===== src/rtl/mmcm_ps_pkg.sv =====
// Shared types and helpers for the MMCM fine-phase-shift initiator.
package mmcm_ps_pkg;

    typedef enum logic [2:0] {
        ST_IDLE  = 3'd0,
        ST_CHECK = 3'd1,
        ST_PULSE = 3'd2,
        ST_WAIT  = 3'd3,
        ST_GAP   = 3'd4
    } ps_state_t;

    function automatic int clamp_phase(input int value, input int lo, input int hi);
        if (value < lo)
            return lo;
        else if (value > hi)
            return hi;
        else
            return value;
    endfunction

endpackage


===== src/rtl/mmcm_ps_ctrl.sv =====
// Walks the MMCM fine phase one PSEN/PSDONE handshake at a time toward a
// clamped signed target, tracking the current offset and flagging PSDONE faults.
//
// state    | meaning
// ---------+--------------------------------------------------------------
// IDLE     | ready for a new target
// CHECK    | compare target with current offset, latch direction
// PULSE    | PSEN high for one cycle
// WAIT     | wait for PSDONE, bounded by TIMEOUT
// GAP      | settle GAP_CYCLES cycles before the next PSEN
module mmcm_ps_ctrl
    import mmcm_ps_pkg::*;
#(
    parameter int PHASE_W    = 12,
    parameter int PHASE_MIN  = -1024,
    parameter int PHASE_MAX  = 1023,
    parameter int TIMEOUT    = 63,
    parameter int GAP_CYCLES = 2
) (
    input  logic               clk_bufg,
    input  logic               rst_tmp,
    input  logic               cmd_valid,
    output logic               cmd_ready,
    input  logic [PHASE_W-1:0] cmd_target,
    output logic               PSEN,
    output logic               PSINCDEC,
    input  logic               PSDONE,
    output logic [PHASE_W-1:0] cur_phase,
    output logic               busy,
    output logic               done,
    output logic               err_timeout,
    output logic               err_spurious,
    input  logic               err_clr
);

    localparam int CNT_MAX = (TIMEOUT > GAP_CYCLES) ? TIMEOUT : GAP_CYCLES;
    localparam int CNT_W   = $clog2(CNT_MAX + 1);

    ps_state_t                  state_q, state_d;
    logic signed [PHASE_W-1:0]  tgt_q, tgt_d;
    logic signed [PHASE_W-1:0]  cur_q, cur_d;
    logic signed [PHASE_W-1:0]  tgt_clamped;
    logic signed [PHASE_W-1:0]  phase_step;
    logic                       incdec_q, incdec_d;
    logic [CNT_W-1:0]           cnt_q, cnt_d;
    logic                       done_d;
    logic                       tout_set;
    logic                       spur_set;

    assign tgt_clamped = PHASE_W'(clamp_phase(int'($signed(cmd_target)), PHASE_MIN, PHASE_MAX));

    // Saturate defensively even though the clamped target keeps us in range.
    always_comb begin
        phase_step = cur_q;
        if (incdec_q) begin
            if (int'(cur_q) < PHASE_MAX)
                phase_step = cur_q + PHASE_W'(1);
        end else begin
            if (int'(cur_q) > PHASE_MIN)
                phase_step = cur_q - PHASE_W'(1);
        end
    end

    always_comb begin
        state_d  = state_q;
        tgt_d    = tgt_q;
        cur_d    = cur_q;
        incdec_d = incdec_q;
        cnt_d    = cnt_q;
        done_d   = 1'b0;
        tout_set = 1'b0;
        spur_set = PSDONE && (state_q != ST_WAIT);

        case (state_q)
            ST_IDLE: begin
                if (cmd_valid) begin
                    tgt_d   = tgt_clamped;
                    state_d = ST_CHECK;
                end
            end
            ST_CHECK: begin
                if (tgt_q == cur_q) begin
                    done_d  = 1'b1;
                    state_d = ST_IDLE;
                end else begin
                    incdec_d = (tgt_q > cur_q);
                    state_d  = ST_PULSE;
                end
            end
            ST_PULSE: begin
                cnt_d   = '0;
                state_d = ST_WAIT;
            end
            ST_WAIT: begin
                if (PSDONE) begin
                    cur_d = phase_step;
                    cnt_d = '0;
                    if (phase_step == tgt_q) begin
                        done_d  = 1'b1;
                        state_d = ST_IDLE;
                    end else begin
                        state_d = ST_GAP;
                    end
                end else if (cnt_q == CNT_W'(TIMEOUT - 1)) begin
                    tout_set = 1'b1;
                    done_d   = 1'b1;
                    state_d  = ST_IDLE;
                end else begin
                    cnt_d = cnt_q + CNT_W'(1);
                end
            end
            ST_GAP: begin
                if (cnt_q == CNT_W'(GAP_CYCLES - 1))
                    state_d = ST_PULSE;
                else
                    cnt_d = cnt_q + CNT_W'(1);
            end
            default: begin
                state_d = ST_IDLE;
            end
        endcase
    end

    // A fresh error in the same cycle as err_clr must survive the clear.
    always_ff @(posedge clk_bufg or posedge rst_tmp) begin
        if (rst_tmp) begin
            state_q      <= ST_IDLE;
            tgt_q        <= '0;
            cur_q        <= '0;
            incdec_q     <= 1'b0;
            cnt_q        <= '0;
            done         <= 1'b0;
            err_timeout  <= 1'b0;
            err_spurious <= 1'b0;
        end else begin
            state_q      <= state_d;
            tgt_q        <= tgt_d;
            cur_q        <= cur_d;
            incdec_q     <= incdec_d;
            cnt_q        <= cnt_d;
            done         <= done_d;
            err_timeout  <= (err_timeout & ~err_clr) | tout_set;
            err_spurious <= (err_spurious & ~err_clr) | spur_set;
        end
    end

    assign PSEN      = (state_q == ST_PULSE);
    assign PSINCDEC  = incdec_q;
    assign cur_phase = cur_q;
    assign busy      = (state_q != ST_IDLE);
    assign cmd_ready = (state_q == ST_IDLE);

endmodule


===== config.mk =====
export PLATFORM = sky130hd
export DESIGN_NAME = mmcm_ps_ctrl
export DESIGN_NICKNAME = d
export VERILOG_FILES = /design/src/rtl/mmcm_ps_pkg.sv /design/src/rtl/mmcm_ps_ctrl.sv
export SDC_FILE = /design/constraint.sdc
export NUM_CORES = 1
export LEC_CHECK = 0
export ABC_AREA = 1
export CORE_MARGIN = 8
export CORE_UTILIZATION = 57
export DETAILED_ROUTE_END_ITERATION = 8
export PLACE_DENSITY = 0.81
export RECOVER_POWER = 25
export SYNTH_ARGS = -nofsm -noshare
export SYNTH_HDL_FRONTEND = slang
export SYNTH_SLANG_ARGS = --single-unit

===== constraint.sdc =====
create_clock -name clk_bufg -period 2.4 [get_ports clk_bufg]
set_input_delay 0.24 -clock clk_bufg [delete_from_list [all_inputs] [get_ports clk_bufg]]
set_output_delay 0.24 -clock clk_bufg [all_outputs]
set_load 0.01 [all_outputs]

* Word level (Yosys, flattened, before mapping)
Cells that the tools add are included.
** Storage, ports and cells
- Register bits after elaboration :: 37
- Input port bits :: 17
- Output and inout port bits :: 19
- Logic and storage cells :: 68
** Cells by class
- Add/sub/neg operators :: 3
- Magnitude comparators :: 5
- Eq/ne operators :: 14
- Mux-type cells :: 23
- Bitwise gates (word level) :: 6
- Reduce and logical (&&, ||, !) cells :: 9
** Operators by type and width (count)
- $mux W12 :: 5
- $eq A12 B12 Y1 :: 2
- $gt A12 B11 Y1 const B :: 2
- $lt A12 B11 Y1 const B :: 2
- $mux W6 :: 3
- $pmux W6 S3 :: 1
- $mux W3 :: 5
- $pmux W3 S5 :: 1
- $add A12 B2 Y12 const B :: 1
- $gt A12 B12 Y1 :: 1
- $sub A12 B2 Y12 const B :: 1
- $add A6 B1 Y6 const B :: 1
- $eq A3 B2 Y1 const B :: 2
- $eq A6 B1 Y1 const B :: 1
- $eq A6 B6 Y1 const B :: 1
- $mux W1 :: 6
- $ne A2 B2 Y1 const B :: 3
- $ne A3 B3 Y1 const B :: 2
- $reduce_and A2 Y1 :: 3
- $reduce_and A3 Y1 :: 2
- $reduce_bool A3 Y1 :: 2
- $eq A3 B1 Y1 const B :: 1
- $eq A3 B3 Y1 const B :: 1
- $logic_not A3 Y1 :: 1
- other kinds (7) :: 10

* Longest topological paths before layout
- Depth after elaboration :: 7
- Depth in mapped cells :: 18
- Depth with buffers taken out :: 18

* Worst setup path before layout
OpenSTA, ideal clock, no wires.
- Path kind :: register to register
- Start point :: reg cur_q[0], in the netlist cur_phase[0]
- End point :: reg state_q[2]
- Arrival time :: 1.964 ns
- Required time :: 2.270 ns
- Path slack :: 0.306 ns
- Cell stages (with the launch flop) :: 17
- Clock period less this slack :: 2.094 ns
- Cells stage by stage :: dfrtp_1 > inv_1 > ha_1 > nand2_1 > nor2_2 > a21oi_1 > nand2_1 > nand2_1 > nand2_1 > nand2_1 > nand2_1 > nand2_1 > nand3_1 > nor2_2 > nand3_1 > nand2_1 > nand2_1
** Between the ends
- Longest elaborated chain between the ends :: 7
- Elaborated cells between the ends (all ways) :: 11
- Classes of those cells :: 2 x add/sub; 2 x order compare; 1 x eq/ne; 6 x mux
** RTL lines
- start, declared :: line mmcm_ps_ctrl.sv:41 : logic signed [PHASE_W-1:0] cur_q, cur_d;
- start signal, assigned :: line mmcm_ps_ctrl.sv:138 : cur_q <= cur_d;
- $sub A12 B2 Y12 (tied with other cells) :: line mmcm_ps_ctrl.sv:60 : phase_step = cur_q - PHASE_W'(1);
- $mux W12, on equally long branches :: line mmcm_ps_ctrl.sv:59, mmcm_ps_ctrl.sv:56
- $mux W12 * :: line mmcm_ps_ctrl.sv:55 : if (incdec_q) begin
- $eq A12 B12 Y1 * :: line mmcm_ps_ctrl.sv:98 : if (phase_step == tgt_q) begin
- $mux W3 * :: line mmcm_ps_ctrl.sv:98
- $mux W3 * :: line mmcm_ps_ctrl.sv:95 : if (PSDONE) begin
- $pmux W3 S5 * :: line mmcm_ps_ctrl.sv:74 : case (state_q)
- end signal, assigned :: line mmcm_ps_ctrl.sv:136 : state_q <= state_d;
- end, declared :: line mmcm_ps_ctrl.sv:39 : ps_state_t state_q, state_d;
Every way passes the cells marked *; elsewhere a longest branch is shown, timed or not.
A chain may end at the register's enable or synchronous reset.

* Final worst setup path
- Start point :: reg cur_q[6], in the netlist cur_phase[6]
- End point :: reg state_q[2]
The elaborated chain is that of the path after synthesis.

==> metrics.yaml <==
criticalPathCategory: "reg -> reg"
wl_per_cell_microns: 14.9
vias_per_cell: 5.55
nNetsFinal: 568
required_ns: 2.57
grt_max_degree: 38
die_h_microns: 90.3
reg2reg_depth: 17
hold_end: "err_spurious$_DFF_PP0_"
clockBufferDepth: 2
drive_above_1_share_pct: 10.1
vdd_drop_max_uv: 632
finalHoldViolCount: 0
dpl.hpwl_mm: 7.13
slew_headroom_pct: 38.8
leakage_nw: 1.85
grt_first_pass_wirelength_mm: 15.1
dpl_cell_area_sq_mm: 0.00360
r2r-end: "state_q[2]$_DFFE_PP0P_"
status: "complete, no violations"
antenna_found_initial: 0
hold_start: "err_spurious$_DFF_PP0_"
reg2reg_from: "cur_phase[6]$_DFFE_PP0P_"
hold_buffers: 0
fill_cells: 481
firstDrtPassIters: 5
setup_viol: 0
cts_buffers: 5
crit_path_top_delay_cell: "dfrtp_1"
ys_warn_count: 0
synth_top_area_share_pct: 29.4
syn_nets: 522
syn-cell-area_sq_mm: 0.00315
wl_mm: 9.01
synthCells: 487
gp_congestion: 1.00
clock-sinks: 37
crit_buf_inv: 1
die_w_microns: 90.3
syn2layout_area_growth_pct: 19.9
crit_path_max_fanout: 8
synth.avg_cell_area_sq_um: 6.47
grt_use_met1_pct: 27.3
reg2reg_slack_ns: 0.17
timing.hold.ws_ns: 0.533
grt_use_met2_pct: 38.4
coreArea_sq_mm: 0.00541
overflow: 0
drtAntennaViolNets: 0
io_pins: 36
clk_latency_ns: 0.29
final_area_sq_mm: 0.00378
port-buffer-count: 35
grt_pass1_vias: 3191
diodes: 0
clock-skew-final_ns: 0.0155
worst_pin_slew_ns: 0.918
ys_seq_elements: 37
yosys.cell_types.count: 32
die-area_sq_mm: 0.00816
drt_iter0_markers: 217
arrival_ns: 2.40
h-tree-depth: 2
grt_usage_pct: 22.3
slowest_delay_ns: 0.47
powerDensity_mw_per_mm2: 1420
grt.busiest_layer: "met2"
clkTransAtPathRegs_ns: 0.08
hold_path.class: "reg -> reg"
startpoint_type: "flip-flop"
use_met3_pct: 3.57
period_share_pct: 93.0
post-route-min-period_ns: 2.23
start_util_pct: 58.3
cts_tree: "built"
cp_cell_sequence: "nor2_1 -> nand2_1 -> nor2_2 -> nand2_2 -> nand2_4 -> buf_4 -> nand2_1 -> nand2_1 -> nand2_1 -> nand2_1 -> nand2_1 -> nand2_1 -> nand2_1 -> nor2_2 -> nand3_1 -> nand2_1 -> nand2_1"
drcViolationCount: 0
max_cap_violations: 0
crit_top_cell: "nand2_1"
num_vias: 3355
hold_path_depth: 2
seq_area_frac_synth_pct: 29.4
maxSlewViolCount: 0
fmax_mhz: 448
synth_top_cell_by_area: "dfrtp_1"
path_delay_family: "simple AND/OR/NAND/NOR gates"
worstSetupEndpointType: "flip-flop"
synth_area_leaders: "dfrtp_1 (29%), nand2_1 (18%), nand3_1 (9.2%)"
rows: 27
root_buffer: "clkbuf_8"
## Yosys cell counts
master and number:
nand4_1 8, o22ai_1 1, o21ai_0 50, dfrtp_1 37
a21boi_0 1, nor3_1 13, nand2_4 4, nand3_4 1
nor2_2 4, clkinv_1 1, a21o_1 1, buf_6 3
clkbuf_1 6, o31ai_1 2, nand3_1 58, nor3b_1 2
ha_1 18, buf_2 3, xnor2_1 2, o21ai_1 1
nor2_4 1, o41ai_1 1, xor2_1 8, nand2_2 3
nor2_1 30, buf_4 2, buf_1 1, clkbuf_2 1
a21oi_1 10, nand2_1 155, inv_1 57, o211ai_1 2
## repair_timing
| action | in CTS | in global routing |
|---|---|---|
| setup endpoints to repair | 0 | 2 |
| resized for setup | 0 | 19 |
| buffers inserted | 0 | 6 |
## power by group
| group | total (mW) | switching [mW] | internal [mW] |
|---|---|---|---|
| Sequential | 1.28 | 0.384 | 0.894 |
| Clock | 0.416 | 0.215 | 0.201 |
| Combinational | 3.68 | 2.25 | 1.43 |
## per-stage QoR
stage | TNS, ns | cells | utilization (%) | setup slack, ns | total power [mW]
global placement | 0 | 592 | 66.6 | 0.120 | 4.69
CTS | 0 | 599 | 68.1 | 0.0768 | 5.18
finish | 0 | 605 | 69.9 | 0.169 | 5.37
global route | -0.00415 | 605 | 69.9 | -0.00415 | 5.90
floorplan | 0 | 487 | - | 0.306 | 3.61
detailed placement | 0 | 592 | 66.6 | 0.0916 | 4.75
## flip-flops by register name (all words and copies together), names as in the netlist
register      cells
cnt_q             6
tgt_q            12
state_q           3
PSINCDEC          1
err_spurious      1
cur_phase        12
done              1
err_timeout       1
## worst min-delay path, stage by stage (launching register included)
cell,delay (ns)
dfrtp_1,0.38
inv_1,0.06
o22ai_1,0.06
## cell families after synthesis
group           after synthesis  share of synthesized area [%]
simple gates                279                           39.1
flops                        37                           29.4
xor+xnor                     10                           2.78
buf+inv                      74                           9.93
fa+ha+maj                    18                           7.15
compound gates               69                           11.6
## how the worst max path moves through the flow
stage,start,to,slack [ns],depth (start not counted)
6_report,cur_phase[6]$_DFFE_PP0P_,state_q[2]$_DFFE_PP0P_,0.17,17
5_1_grt,cur_phase[2]$_DFFE_PP0P_,state_q[2]$_DFFE_PP0P_,-0.004,18
4_1_cts,cur_phase[4]$_DFFE_PP0P_,state_q[2]$_DFFE_PP0P_,0.08,18
3_5_place_dp,cur_phase[4]$_DFFE_PP0P_,state_q[2]$_DFFE_PP0P_,0.09,18
3_3_place_gp,cur_phase[1]$_DFFE_PP0P_,state_q[2]$_DFFE_PP0P_,0.12,16
2_1_floorplan,cur_phase[0]$_DFFE_PP0P_,state_q[2]$_DFFE_PP0P_,0.31,16
## routing by layer
layer	wire length, microns	share of wire [%]	up-vias
li1	-	-	1673
met3	530	5.9	23
met2	4360	48	132
met5	0	0	-
met4	242	2.7	0
met1	3870	43	1527
## layout make-up
type                    instances  area [sq um]  share of cell area, %
multi-input cells             376          1950                   51.7
clock inverters                 1          8.76                  0.232
well taps                      72          90.1                   2.39
inverters                      58           220                   5.83
clock buffers                   6          72.6                   1.92
flip-flops and latches         37           933                   24.7
repair buffers                 55           498                   13.2
## placed cells by master, fill, tap and decap left out, types with 2 or more instances in the layout
cell type	instances
nand2_1	154
nand3_1	58
inv_1	56
o21ai_0	49
clkdlybuf4s50_1	34
dfrtp_1	31
nor2_1	26
buf_4	19
ha_1	17
nor3_1	12
a21oi_1	9
nor2_2	8
xor2_1	8
nand4_1	8
dfrtp_2	6
clkbuf_8	5
nand2_2	4
nand2_4	3
o31ai_1	2
nor3b_1	2
xnor2_1	2
o21ai_1	2
o211ai_1	2
Power figures use the tool's default switching activity.
